<file path="src/rtl/register_sin_deserializer_pkg.sv">
// Shared types and defaults for the serial-in word deserializer.
package deser_pkg;

    localparam int DEF_WIDTH = 4;

    typedef enum logic {
        IDLE = 1'b0,
        RECV = 1'b1
    } state_e;

endpackage

</file>
<file path="src/rtl/register_sin_deserializer_if.sv">
// Control, serial input and parallel result bundle of the deserializer.
interface register_sin_deserializer_if
    #(parameter int WIDTH = deser_pkg::DEF_WIDTH);

    logic             clr;
    logic             start;
    logic             shift_en;
    logic             serial_in;
    logic [WIDTH-1:0] data_out;
    logic             valid;
    logic             busy;
    logic             overrun;

    modport master (
        output clr, start, shift_en, serial_in,
        input  data_out, valid, busy, overrun
    );

    modport slave (
        input  clr, start, shift_en, serial_in,
        output data_out, valid, busy, overrun
    );

endinterface

</file>
<file path="src/rtl/register_sin_deserializer_bit_counter.sv">
// Bit counter with sync clear/increment and a WIDTH-1 terminal flag.
module bit_counter_clr_inc
    import deser_pkg::*;
#(
    parameter int WIDTH = DEF_WIDTH
) (
    input  logic clk,
    input  logic rst,
    input  logic clr,
    input  logic inc,
    output logic tc
);

    localparam int CNT_W = $clog2(WIDTH + 1);

    logic [CNT_W-1:0] cnt_q;
    logic [CNT_W-1:0] cnt_d;

    always_comb begin
        cnt_d = cnt_q;
        if (clr) begin
            cnt_d = '0;
        end else if (inc) begin
            cnt_d = cnt_q + CNT_W'(1);
        end
    end

    always_ff @(posedge clk or posedge rst) begin
        if (rst) begin
            cnt_q <= '0;
        end else begin
            cnt_q <= cnt_d;
        end
    end

    assign tc = (cnt_q == CNT_W'(WIDTH - 1));

endmodule

</file>
<file path="src/rtl/register_sin_deserializer.sv">
// LSB-first serial-in, parallel-out receiver with valid pulse and
// sticky overrun flag for a start seen mid-word.
module register_sin_deserializer
    import deser_pkg::*;
#(
    parameter int WIDTH = DEF_WIDTH
) (
    input  logic                        clk,
    input  logic                        rst,
    register_sin_deserializer_if.slave  bus
);

    state_e           state_q, state_d;
    logic [WIDTH-1:0] shreg_q, shreg_d;
    logic [WIDTH-1:0] data_out_q, data_out_d;
    logic             valid_q, valid_d;
    logic             busy_q, busy_d;
    logic             overrun_q, overrun_d;

    logic             tc;
    logic             sample;
    logic             done;
    logic             cnt_clr;
    logic [WIDTH-1:0] shifted;

    assign sample  = (state_q == RECV) && bus.shift_en;
    assign done    = sample && tc;
    assign shifted = {bus.serial_in, shreg_q[WIDTH-1:1]};
    assign cnt_clr = bus.clr || done ||
                     ((state_q == IDLE) && bus.start);

    bit_counter_clr_inc #(
        .WIDTH (WIDTH)
    ) u_cnt (
        .clk (clk),
        .rst (rst),
        .clr (cnt_clr),
        .inc (sample),
        .tc  (tc)
    );

    always_comb begin
        state_d    = state_q;
        shreg_d    = shreg_q;
        data_out_d = data_out_q;
        valid_d    = 1'b0;
        overrun_d  = overrun_q;
        if (bus.clr) begin
            state_d    = IDLE;
            shreg_d    = '0;
            data_out_d = '0;
            overrun_d  = 1'b0;
        end else begin
            unique case (state_q)
                IDLE: begin
                    if (bus.start) begin
                        state_d = RECV;
                        shreg_d = '0;
                    end
                end
                RECV: begin
                    // start mid-word only flags; the word still completes
                    if (bus.start) begin
                        overrun_d = 1'b1;
                    end
                    if (bus.shift_en) begin
                        shreg_d = shifted;
                        if (tc) begin
                            data_out_d = shifted;
                            valid_d    = 1'b1;
                            state_d    = IDLE;
                        end
                    end
                end
                default: state_d = IDLE;
            endcase
        end
        busy_d = (state_d == RECV);
    end

    always_ff @(posedge clk or posedge rst) begin
        if (rst) begin
            state_q    <= IDLE;
            shreg_q    <= '0;
            data_out_q <= '0;
            valid_q    <= 1'b0;
            busy_q     <= 1'b0;
            overrun_q  <= 1'b0;
        end else begin
            state_q    <= state_d;
            shreg_q    <= shreg_d;
            data_out_q <= data_out_d;
            valid_q    <= valid_d;
            busy_q     <= busy_d;
            overrun_q  <= overrun_d;
        end
    end

    assign bus.data_out = data_out_q;
    assign bus.valid    = valid_q;
    assign bus.busy     = busy_q;
    assign bus.overrun  = overrun_q;

endmodule

</file>
<file path="src/flat_wrapper.sv">
// flat-port wrapper written by rule: the top's interface ports become plain ports
module register_sin_deserializer_flat import deser_pkg::*;
#(
    parameter int WIDTH = DEF_WIDTH
)
  (clk, rst, bus_clr, bus_start, bus_shift_en, bus_serial_in, bus_data_out, bus_valid, bus_busy, bus_overrun);
  register_sin_deserializer_if #(.WIDTH(WIDTH)) bus_i ();
  input  logic clk;
  input  logic rst;
  input wire logic [$bits(bus_i.clr)-1:0] bus_clr;
  input wire logic [$bits(bus_i.start)-1:0] bus_start;
  input wire logic [$bits(bus_i.shift_en)-1:0] bus_shift_en;
  input wire logic [$bits(bus_i.serial_in)-1:0] bus_serial_in;
  output wire logic [$bits(bus_i.data_out)-1:0] bus_data_out;
  output wire logic [$bits(bus_i.valid)-1:0] bus_valid;
  output wire logic [$bits(bus_i.busy)-1:0] bus_busy;
  output wire logic [$bits(bus_i.overrun)-1:0] bus_overrun;
  assign bus_i.clr = bus_clr;
  assign bus_i.start = bus_start;
  assign bus_i.shift_en = bus_shift_en;
  assign bus_i.serial_in = bus_serial_in;
  assign bus_data_out = bus_i.data_out;
  assign bus_valid = bus_i.valid;
  assign bus_busy = bus_i.busy;
  assign bus_overrun = bus_i.overrun;
  register_sin_deserializer #(.WIDTH(WIDTH)) u_core (.clk(clk), .rst(rst), .bus(bus_i));
endmodule
</file>
<file path="config.mk">
export PLATFORM = sky130hd
export DESIGN_NAME = register_sin_deserializer_flat
export DESIGN_NICKNAME = d
export VERILOG_FILES = /design/src/rtl/register_sin_deserializer_pkg.sv /design/src/rtl/register_sin_deserializer_if.sv /design/src/rtl/register_sin_deserializer_bit_counter.sv /design/src/rtl/register_sin_deserializer.sv /design/src/flat_wrapper.sv
export SDC_FILE = /design/constraint.sdc
export NUM_CORES = 1
export LEC_CHECK = 0
export CAP_MARGIN = 15
export CORE_MARGIN = 2
export CORE_UTILIZATION = 39
export DETAILED_ROUTE_END_ITERATION = 16
export PLACE_DENSITY = 0.62
export SETUP_SLACK_MARGIN = 0.3
export SYNTH_ARGS = -nofsm -noshare
export SYNTH_HDL_FRONTEND = slang
export SYNTH_SLANG_ARGS = --single-unit
</file>
<file path="constraint.sdc">
create_clock -name clk -period 1.4 [get_ports clk]
set_input_delay 0.35 -clock clk [delete_from_list [all_inputs] [get_ports clk]]
set_output_delay 0.35 -clock clk [all_outputs]
set_load 0.05 [all_outputs]
</file>
### Word-level counts from Yosys, hierarchy flattened

Cells that the tools add are included.

* bits of input ports: 6
* output and inout port bits: 7
* bits in latches: 0
* bits in read-only memories: 0
* memories: 0
* RAM bits: 0
* word-level logic and storage cells: 46
* register bits after elaboration: 14

* bitwise gates (word level): 1
* shift-type cells: 0
* div/mod/pow operators: 0
* $lt $le $gt $ge: 0
* equal/unequal tests: 3
* multiplexer cells: 22
* add/subtract/negate cells: 1
* reduce and logical (&&, ||, !) cells: 13
* multipliers: 0

Operators by type and width (count)
* 4-bit 2-to-1 mux: 7
* 1-bit 2-to-1 mux: 11
* 2-bit nonzero test: 5
* 4-bit case mux with 2 select lines: 1
* 3-bit 2-to-1 mux: 2
* 3-bit inequality test (second input constant): 2
* 2-bit AND reduction: 2
* 3-bit by 1-bit adder with 3-bit output (second input constant): 1
* 3-bit by 2-bit == test with 1-bit output (second input constant): 1
* 1-bit logical AND: 3
* 3-bit AND reduction: 1
* 1-bit logical OR: 2
* 1-bit case mux with 2 select lines: 1
* 1-bit NOT: 1

### Logic depth before layout (Yosys ltp)

Gate-level depths: netlist of the first run.

* depth in word-level cells: 5
* gate-level depth with buffers: 4
* gate-level depth less buffers: 4

### Cells and area by module

A second synthesis of the first run with hierarchy kept.

* cells, all modules: 52
* area total of the unflattened synthesis: 604.3 um2

By module, submodules not included
* register_sin_deserializer: sequential area each 250.2 um2, times used 1, area each 459.2 um2, cells an instance 39
* bit_counter_clr_inc: sequential area each 75.1 um2, times used 1, area each 145.1 um2, cells an instance 13

### Worst setup path before layout of the first run

Ideal clock, no wire load.

* path kind: flip-flop to flip-flop
* from: register u_core.state_q
* to: register u_core.u_cnt.cnt_q[2]
* library setup time: 101 ps
* path buffers: 1
* period minus slack after synthesis: 1422 ps
* arrival: 1321 ps
* stages on the path, launching flop included: 4
* slack: -22 ps
* required time: 1299 ps
* cell sequence: dfrtp_1 -> buf_6 -> mux2_4 -> o32ai_1

* cells in the longest elaborated chain, start to end: 5
* elaborated cells on any way between the ends: 8
* classes of those cells: 1 x mux; 1 x bitwise; 6 x reduce/logical

RTL lines
* from (decl): line register_sin_deserializer.sv:13 `state_e state_q, state_d;`
* from (signal assigned): line register_sin_deserializer.sv:90 `state_q <= state_d;`
* 1-bit logical AND: line register_sin_deserializer.sv:26 `assign sample = (state_q == RECV) && bus.shift_en;`
* 1-bit logical AND: line register_sin_deserializer.sv:27 `assign done = sample && tc;`
* 1-bit logical OR (2 in series): line register_sin_deserializer.sv:29 `assign cnt_clr = bus.clr || done ||`
* 3-bit 2-to-1 mux / 2-bit nonzero test (equally long branches)
* to (signal assigned): line register_sin_deserializer_bit_counter.sv:32 `cnt_q <= cnt_d;`
* to (decl): line register_sin_deserializer_bit_counter.sv:16 `logic [CNT_W-1:0] cnt_q;`

Parallel ways exist; a longest one is shown, timed or not.
A chain may end at the register's enable or synchronous reset.

==> impl_metrics.json, run 1 <==
{
  "end_kind": "output port",
  "final.setup.tns_ns": 0,
  "crit_family": "flip-flops",
  "rsz0062_at_grt": "true",
  "finalSetupViolations": 0,
  "final_cell_mix": "dfrtp_1 (12), nand2b_1 (8), buf_4 (8), buf_12 (7)",
  "layout_commonest_cell": "dfrtp_1",
  "power_density_nw_per_um2": 792,
  "cp-start-kind": "flip-flop",
  "dpl-instance-area_um2": 842,
  "status": "complete, no violations",
  "grt_start_max_net_pins": 14,
  "final_nets": 82,
  "initial_core_util_pct": 40.6,
  "drt-total-wl_um": 1250,
  "busiest_layer": "met2",
  "areaGrowthSynthToFinish_pct": 63.0,
  "cp_slowest_stage_delay_ns": 0.45,
  "irDropWorstVdd_mv": 0.592,
  "ant_nets": 0,
  "cts_buffers": 3,
  "crit_buf_inv": 1,
  "grt_use_met3_pct": 2.55,
  "ys_warn_count": 0,
  "synth_area_per_cell_um2": 12.0,
  "cts.sinks": 13,
  "required_ns": 1.05,
  "antenna_cells": 0,
  "netlist_area_um2": 598,
  "netlist_instances": 50,
  "n_fill_cell": 115,
  "core_um2": 1470,
  "critPathArrivalTime_ns": 0.90,
  "grt_antenna_before_repair": 0,
  "wl_per_cell_um": 14.1,
  "pin_count": 13,
  "clkLatencyLatePin_ns": 0.29,
  "clock.fmax_mhz": 798,
  "cts_tree": "done",
  "finalCriticalPeriod_ns": 1.25,
  "finClkSkew_ns": 0.00454,
  "synth_cell_type_count": 18,
  "fin_util_pct": 66.2,
  "grt_pass1_wl_um": 2100,
  "syn-num-nets": 58,
  "drt-initial-drc-count": 4,
  "worst-setup-path-type": "reg2out",
  "htree_levels": 1,
  "post-place-cells": 80,
  "slew_headroom_pct": 79.4,
  "drc_errors": 0,
  "io_buffers": 12,
  "grt_overflow": 0,
  "path_clk_slew_ns": 0.08,
  "holdWs_ns": 0.344,
  "p_leak_nw": 0.435,
  "routed-via-count": 458,
  "worst_slew_pin_slew_ns": 0.308,
  "holdBufCountCts": 0,
  "finalCritPeriodShare_pct": 89.5,
  "num_rows": 14,
  "worst_path_max_delay_cell": "dfrtp_2",
  "die_h_um": 43.2,
  "grt_usage_pct": 16.0,
  "grtUsageMet2_pct": 23.9,
  "final_area_um2": 975,
  "die_width_um": 43.2,
  "drive_above_1_share_pct": 43.8,
  "cts_root_buf": "clkbuf_4",
  "crit_chain": "buf_12",
  "grt_pass1_vias": 469,
  "yosysSeqAreaShare_pct": 54.4,
  "hp-class": "in2async",
  "ys_ff_latch": 13,
  "dpl.hpwl_um": 777,
  "final_cells": 89,
  "crit_fanout": 4,
  "cts.path.max_buffers": 2,
  "maxCapViolations": 0,
  "drt_pass1_iterations": 2,
  "drv_slew": 0,
  "via_per_inst": 5.15,
  "gp_congestion": 0.702,
  "die_area_um2": 1860,
  "met1_usage_pct": 20.9,
  "hold_violations": 0
}
## routing by layer
| layer | part of all wire, % | routed length (um) |
|---|---|---|
| met1 | 42 | 531 |
| met2 | 50 | 631 |
| met3 | 3.8 | 48 |
| met4 | 3.2 | 40 |
| met5 | 0 | 0 |
## per-stage QoR
step,setup WS (ns),total power [mW]
6_report,0.147,0.772
5_1_grt,0.131,0.790
4_1_cts,0.155,0.765
3_5_place_dp,-0.105,0.500
3_3_place_gp,-0.0482,0.499
2_1_floorplan,0.129,0.452
## power by group
| group | leakage (nW) | internal, mW | switching, mW |
|---|---|---|---|
| registers | 0.178 | 0.382 | 0.00677 |
| clock network | 0.0150 | 0.111 | 0.139 |
| logic | 0.242 | 0.0688 | 0.0646 |
| total | 0.435 | 0.562 | 0.210 |
## registers in the layout (all words and copies together) (netlist names)
signal               cells
u_core.bus.data_out      4
u_core.shreg_q           3
u_core.u_cnt.cnt_q       3
u_core.bus.overrun       1
u_core.bus.valid         1
u_core.state_q           1
## layout make-up
| type | count | area [um2] | area share (%) |
|---|---|---|---|
| flip-flops and latches | 13 | 327 | 33.5 |
| clock buffers | 4 | 26.3 | 2.70 |
| multi-input cells | 31 | 327 | 33.5 |
| repair buffers | 21 | 260 | 26.7 |
| inverters | 4 | 15.0 | 1.54 |
| well taps | 16 | 20.0 | 2.05 |
## cells in the mapped netlist
cell,n,area share (%)
dfrtp_1,13,54
nand2b_1,8,8.4
inv_1,4,2.5
mux2i_1,4,6.7
nor2_1,3,1.9
o22ai_1,3,3.1
o32ai_1,3,4.4
ha_1,2,4.2
a21bo_2,1,1.7
a21oi_1,1,0.84
and2b_2,1,1.5
buf_6,1,1.9
clkbuf_1,1,0.63
mux2_4,1,2.5
nand2_1,1,0.63
nand3_2,1,1.7
nand4bb_1,1,1.9
nor3b_1,1,1.3
## worst paths after layout
path / from / to / slack (ns) / cells past startpoint
worst max-delay path: u_core.state_q$_DFF_PP0_ / bus_busy / 0.15 / 1
worst min-delay path: rst / u_core.bus.valid$_DFF_PP0_ / 0.34 / 3
worst max register to register: u_core.state_q$_DFF_PP0_ / u_core.u_cnt.cnt_q[1]$_DFFE_PP0P_ / 0.18 / 3
worst min register to register: u_core.shreg_q[1]$_DFFE_PP0P_ / u_core.bus.data_out[0]$_DFFE_PP0P_ / 0.56 / 2
max in group asynchronous: rst / u_core.state_q$_DFF_PP0_ / 0.88 / 3
min in group clk: u_core.shreg_q[1]$_DFFE_PP0P_ / u_core.bus.data_out[0]$_DFFE_PP0P_ / 0.56 / 2
## logic make-up after synthesis
logic type      count (synthesis)  share of synthesized area, %
compound gates                  8                          10.0
mux                             5                          9.20
flops                          13                          54.4
buf+inv                         6                          5.02
fa+ha+maj                       2                          4.18
simple gates                   16                          17.2
## what timing repair did
action / in CTS / in global routing
pin swaps: 3 / 0
gates cloned: 0 / 0
endpoints found under the setup margin: 17 / 18
setup buffers: 5 / 0
gates resized for setup: 9 / 1
(Power assumes the default switching activity.)
==> run 2: changes to the inputs <==
--- a/config.mk
+++ b/config.mk
@@ -6,10 +6,12 @@
 export NUM_CORES = 1
 export LEC_CHECK = 0
 export CAP_MARGIN = 15
+export CELL_PAD_IN_SITES_DETAIL_PLACEMENT = 2
+export CELL_PAD_IN_SITES_GLOBAL_PLACEMENT = 2
 export CORE_MARGIN = 2
-export CORE_UTILIZATION = 39
+export CORE_UTILIZATION = 30
 export DETAILED_ROUTE_END_ITERATION = 16
-export PLACE_DENSITY = 0.62
+export PLACE_DENSITY = 0.71
 export SETUP_SLACK_MARGIN = 0.3
 export SYNTH_ARGS = -nofsm -noshare
 export SYNTH_HDL_FRONTEND = slang
==> impl_metrics.json, run 2 (synthesis gave the netlist of run 1 again) <==
{
  "status": "complete, no violations",
  "grt_pass1_vias": 556,
  "final_cell_mix": "dfrtp_1 (12), nand2b_1 (8), buf_12 (8), buf_4 (8)",
  "die_area_um2": 2370,
  "finalCriticalPeriod_ns": 1.25,
  "holdBufCountCts": 0,
  "gp_congestion": 0.719,
  "required_ns": 1.05,
  "r2r-end": "u_core.u_cnt.cnt_q[1]$_DFFE_PP0P_",
  "cts_buffers": 3,
  "hp-class": "in2async",
  "ant_nets": 0,
  "routed-via-count": 482,
  "pin_count": 13,
  "critPathArrivalTime_ns": 0.90,
  "seq_power_share_pct": 50.4,
  "cp.depth": 1,
  "drt-initial-drc-count": 2,
  "finClkSkew_ns": 0.000690,
  "p_leak_nw": 0.460,
  "worst_path_max_delay_cell": "dfrtp_2",
  "endpoint": "bus_busy",
  "core_um2": 1920,
  "drt-total-wl_um": 1710,
  "cts_tree": "done",
  "swShare_pct": 26.9,
  "layout_commonest_cell": "dfrtp_1",
  "path_clk_slew_ns": 0.08,
  "cp-start-kind": "flip-flop",
  "grt_start_max_net_pins": 12,
  "finalSetupViolations": 0,
  "irDropWorstVdd_mv": 0.441,
  "finalCritPeriodShare_pct": 89.1,
  "crit_family": "flip-flops",
  "cts.sinks": 13,
  "crit_buf_inv": 1,
  "seq_area_um2": 327,
  "cts.path.max_buffers": 2,
  "antenna_cells": 0,
  "rr_worst_depth": 3,
  "regToRegSetupSlack_ns": 0.17,
  "internal-power_mw": 0.565,
  "grt_overflow": 0,
  "power_density_nw_per_um2": 753,
  "grt_usage_pct": 16.4,
  "crit_chain": "buf_12",
  "drive_above_1_share_pct": 49.3,
  "totalPowerFinal_mw": 0.774,
  "rsz0062_at_grt": "true",
  "slew_headroom_pct": 76.0,
  "areaGrowthSynthToFinish_pct": 71.8,
  "end_kind": "output port",
  "clkLatencyLatePin_ns": 0.28,
  "multi_input_area_um2": 335,
  "final.setup.tns_ns": 0,
  "drv_slew": 0,
  "clock_power_share_pct": 31.4,
  "via_per_inst": 4.73,
  "r2r_start": "u_core.state_q$_DFF_PP0_",
  "n_fill_cell": 186,
  "initial_core_util_pct": 31.1,
  "power.switching_mw": 0.208,
  "startpoint": "u_core.state_q$_DFF_PP0_",
  "grt_pass1_wl_um": 2820,
  "worst_slew_pin_slew_ns": 0.359,
  "grt_antenna_before_repair": 0,
  "cp_slowest_stage_delay_ns": 0.45,
  "drc_errors": 0,
  "wl_per_cell_um": 16.8,
  "drt_pass1_iterations": 2,
  "cts_root_buf": "clkbuf_4",
  "clock.fmax_mhz": 802,
  "crit_fanout": 3,
  "htree_levels": 1,
  "die_h_um": 48.7,
  "num_rows": 16,
  "largest_register_ffs": 4,
  "final_nets": 84,
  "p_comb_share_pct": 18.2,
  "io_buffers": 12,
  "die_width_um": 48.7,
  "hold_violations": 0,
  "dpl.hpwl_um": 952,
  "worst-setup-path-type": "reg2out",
  "maxCapViolations": 0
}
run 2: timing repair:
item                                    CTS  global route
pin swaps                                 3             3
endpoints found under the hold margin     0             0
endpoints found under the setup margin   19            19
gates resized for setup                  14             1
buffers inserted                          5             2
run 2: how the worst min path moves through the flow:
| stage | start | end | slack, ns | cells after the start |
|---|---|---|---|---|
| 4_1_cts | rst | u_core.bus.overrun$_DFFE_PP0P_ | 0.22 | 2 |
| 5_1_grt | rst | u_core.bus.overrun$_DFFE_PP0P_ | 0.27 | 2 |
| 2_1_floorplan | rst | u_core.bus.data_out[0]$_DFFE_PP0P_ | 0.23 | 1 |
| 3_3_place_gp | u_core.u_cnt.cnt_q[0]$_DFFE_PP0P_ | u_core.u_cnt.cnt_q[0]$_DFFE_PP0P_ | 0.48 | 1 |
| 6_report | rst | u_core.bus.overrun$_DFFE_PP0P_ | 0.27 | 2 |
| 3_5_place_dp | u_core.u_cnt.cnt_q[0]$_DFFE_PP0P_ | u_core.u_cnt.cnt_q[0]$_DFFE_PP0P_ | 0.49 | 1 |
run 2: power groups by stage:
stage	Clock (mW)	Sequential (mW)	Combinational (mW)
after floorplan	0	0.407	0.0448
after global placement	0	0.400	0.101
after detailed placement	0	0.401	0.101
after CTS	0.239	0.390	0.137
after global routing	0.280	0.391	0.150
final	0.243	0.390	0.141
run 2: per-layer routing:
layer  wire length (um)  GRT usage [%]  vias up
met2                935           28.1        8
met5                  0              0        -
li1                   -              -      223
met1                693           19.6      246
met4                 38           8.57        0
met3                 43           2.78        5
run 2: per-stage QoR:
step	instance area, um2	utilization, %	instances	worst slack, ns	hold slack [ns]
6_report	1030	53.5	102	0.153	0.273
5_1_grt	1030	53.5	102	0.114	0.268
4_1_cts	1010	52.3	100	0.158	0.222
3_5_place_dp	856	44.5	91	-0.106	0.494
3_3_place_gp	856	44.5	91	-0.0945	0.476
2_1_floorplan	617	-	50	0.129	0.227
run 2: layout make-up:
type	count	share of cell area (%)
multi-input cells	31	32.6
flip-flops and latches	13	31.8
clock buffers	4	2.56
well taps	27	3.29
repair buffers	23	28.3
inverters	4	1.46
==> run 3: changes to the inputs <==
--- a/config.mk
+++ b/config.mk
@@ -5,6 +5,7 @@
 export SDC_FILE = /design/constraint.sdc
 export NUM_CORES = 1
 export LEC_CHECK = 0
+export ABC_CLOCK_PERIOD_IN_PS = 1300
 export CAP_MARGIN = 15
 export CELL_PAD_IN_SITES_DETAIL_PLACEMENT = 2
 export CELL_PAD_IN_SITES_GLOBAL_PLACEMENT = 2
==> constraint.sdc (replaced) <==
create_clock -name clk -period 1.3 [get_ports clk]
set_input_delay 0.325 -clock clk [delete_from_list [all_inputs] [get_ports clk]]
set_output_delay 0.325 -clock clk [all_outputs]
set_load 0.05 [all_outputs]
==> impl_metrics.json, run 3 (synthesis gave the netlist of run 1 again) <==
{
  "power_density_nw_per_um2": 811,
  "crit_fanout": 5,
  "worst_slew_pin_slew_ns": 0.392,
  "worst_path_max_delay_cell": "dfrtp_2",
  "swShare_pct": 25.6,
  "clkLatencyLatePin_ns": 0.27,
  "htree_levels": 1,
  "clock.fmax_mhz": 819,
  "critPathArrivalTime_ns": 0.90,
  "io_buffers": 12,
  "final_nets": 82,
  "final.setup.tns_ns": 0,
  "cp-start-kind": "flip-flop",
  "cp_slowest_stage_delay_ns": 0.46,
  "layout_commonest_cell": "dfrtp_1",
  "hold_violations": 0,
  "die_width_um": 48.7,
  "rsz0062_at_grt": "true",
  "slew_headroom_pct": 73.9,
  "drc_errors": 0,
  "drive_above_1_share_pct": 47.9,
  "crit_family": "flip-flops",
  "gp_congestion": 0.719,
  "worst_slack_ns": 0.0783,
  "grt_antenna_before_repair": 0,
  "finClkSkew_ns": 0.00150,
  "pin_count": 13,
  "seq_power_share_pct": 52.0,
  "grt_usage_pct": 14.1,
  "largest_register_ffs": 4,
  "antenna_cells": 0,
  "wl_per_cell_um": 15.0,
  "drt-total-wl_um": 1500,
  "grt_pass1_vias": 539,
  "crit_chain": "buf_12",
  "initial_core_util_pct": 31.1,
  "final_cell_mix": "dfrtp_1 (12), nand2b_1 (8), buf_4 (8), buf_12 (7)",
  "pre_cts_ws_ns": -0.181,
  "grt_pass1_wl_um": 2500,
  "cts.path.max_buffers": 2,
  "via_per_inst": 4.60,
  "clock_power_share_pct": 30.8,
  "final_area_um2": 997,
  "finalCriticalPeriod_ns": 1.22,
  "final_cells": 100,
  "status": "complete, no violations",
  "finalSetupViolations": 0,
  "die_area_um2": 2370,
  "dpl-instance-area_um2": 856,
  "die_h_um": 48.7,
  "crit_buf_inv": 1,
  "cts_tree": "done",
  "grt_overflow": 0,
  "routed-via-count": 460,
  "drv_slew": 0,
  "worst-setup-path-type": "reg2out",
  "path_clk_slew_ns": 0.08,
  "fin_util_pct": 51.9,
  "cts.sinks": 13,
  "hp-class": "in2async",
  "finalCritPeriodShare_pct": 94.0,
  "p_leak_nw": 0.443,
  "required_ns": 0.98,
  "grt_start_max_net_pins": 12,
  "cts_buffers": 3,
  "p_comb_share_pct": 17.3,
  "areaGrowthSynthToFinish_pct": 66.7,
  "ant_nets": 0,
  "end_kind": "output port",
  "internal-power_mw": 0.601,
  "dpl.hpwl_um": 952,
  "drt-initial-drc-count": 0,
  "maxCapViolations": 0,
  "drt_pass1_iterations": 1,
  "irDropWorstVdd_mv": 0.354,
  "post-place-cells": 91,
  "core_um2": 1920,
  "power.switching_mw": 0.207,
  "num_rows": 16,
  "cts_root_buf": "clkbuf_4",
  "holdBufCountCts": 0
}
## run 3: final timing paths
check,start,to,slack [ns],depth (start not counted)
worst min-delay path,rst,u_core.bus.overrun$_DFFE_PP0P_,0.20,2
worst min register to register,u_core.u_cnt.cnt_q[1]$_DFFE_PP0P_,u_core.u_cnt.cnt_q[1]$_DFFE_PP0P_,0.57,2
worst max register to register,u_core.u_cnt.cnt_q[0]$_DFFE_PP0P_,u_core.u_cnt.cnt_q[1]$_DFFE_PP0P_,0.09,4
max in group asynchronous,rst,u_core.u_cnt.cnt_q[1]$_DFFE_PP0P_,0.75,3
min in group clk,u_core.u_cnt.cnt_q[1]$_DFFE_PP0P_,u_core.u_cnt.cnt_q[1]$_DFFE_PP0P_,0.57,2
worst max-delay path,u_core.state_q$_DFF_PP0_,bus_busy,0.08,1
## run 3: through the flow
step	power, mW	hold slack [ns]
floorplan	0.486	0.202
global placement	0.540	0.476
detailed placement	0.540	0.494
CTS	0.816	0.197
global route	0.850	0.215
finish	0.808	0.203
## run 3: final cells by class
class                           count  area (um2)
Timing Repair Buffer               21         259
Clock buffer                        4        26.3
Inverter                            4        15.0
Fill cell                         190         925
Sequential cell                    13         327
Tap cell                           27        33.8
Multi-Input combinational cell     31         337
## run 3: power groups by stage
stage | combinational [mW] | sequential [mW] | clock, mW
after global routing | 0.151 | 0.421 | 0.277
final | 0.139 | 0.420 | 0.249
after CTS | 0.139 | 0.420 | 0.257
after floorplan | 0.0482 | 0.438 | 0
after detailed placement | 0.109 | 0.431 | 0
after global placement | 0.109 | 0.431 | 0
## run 3: repair_timing
| action | in CTS | in global routing |
|---|---|---|
| pin swaps | 3 | 1 |
| setup buffers | 5 | 0 |
| gates resized for setup | 13 | 2 |
| setup endpoints to repair | 19 | 19 |
## run 3: per-layer routing
metal	part of all wire (%)	global-route usage, %	wire length [um]
met4	0.40	7.14	6
met2	53	22.1	800
met3	2.1	1.85	32
met1	44	19.0	663
met5	0	0	0
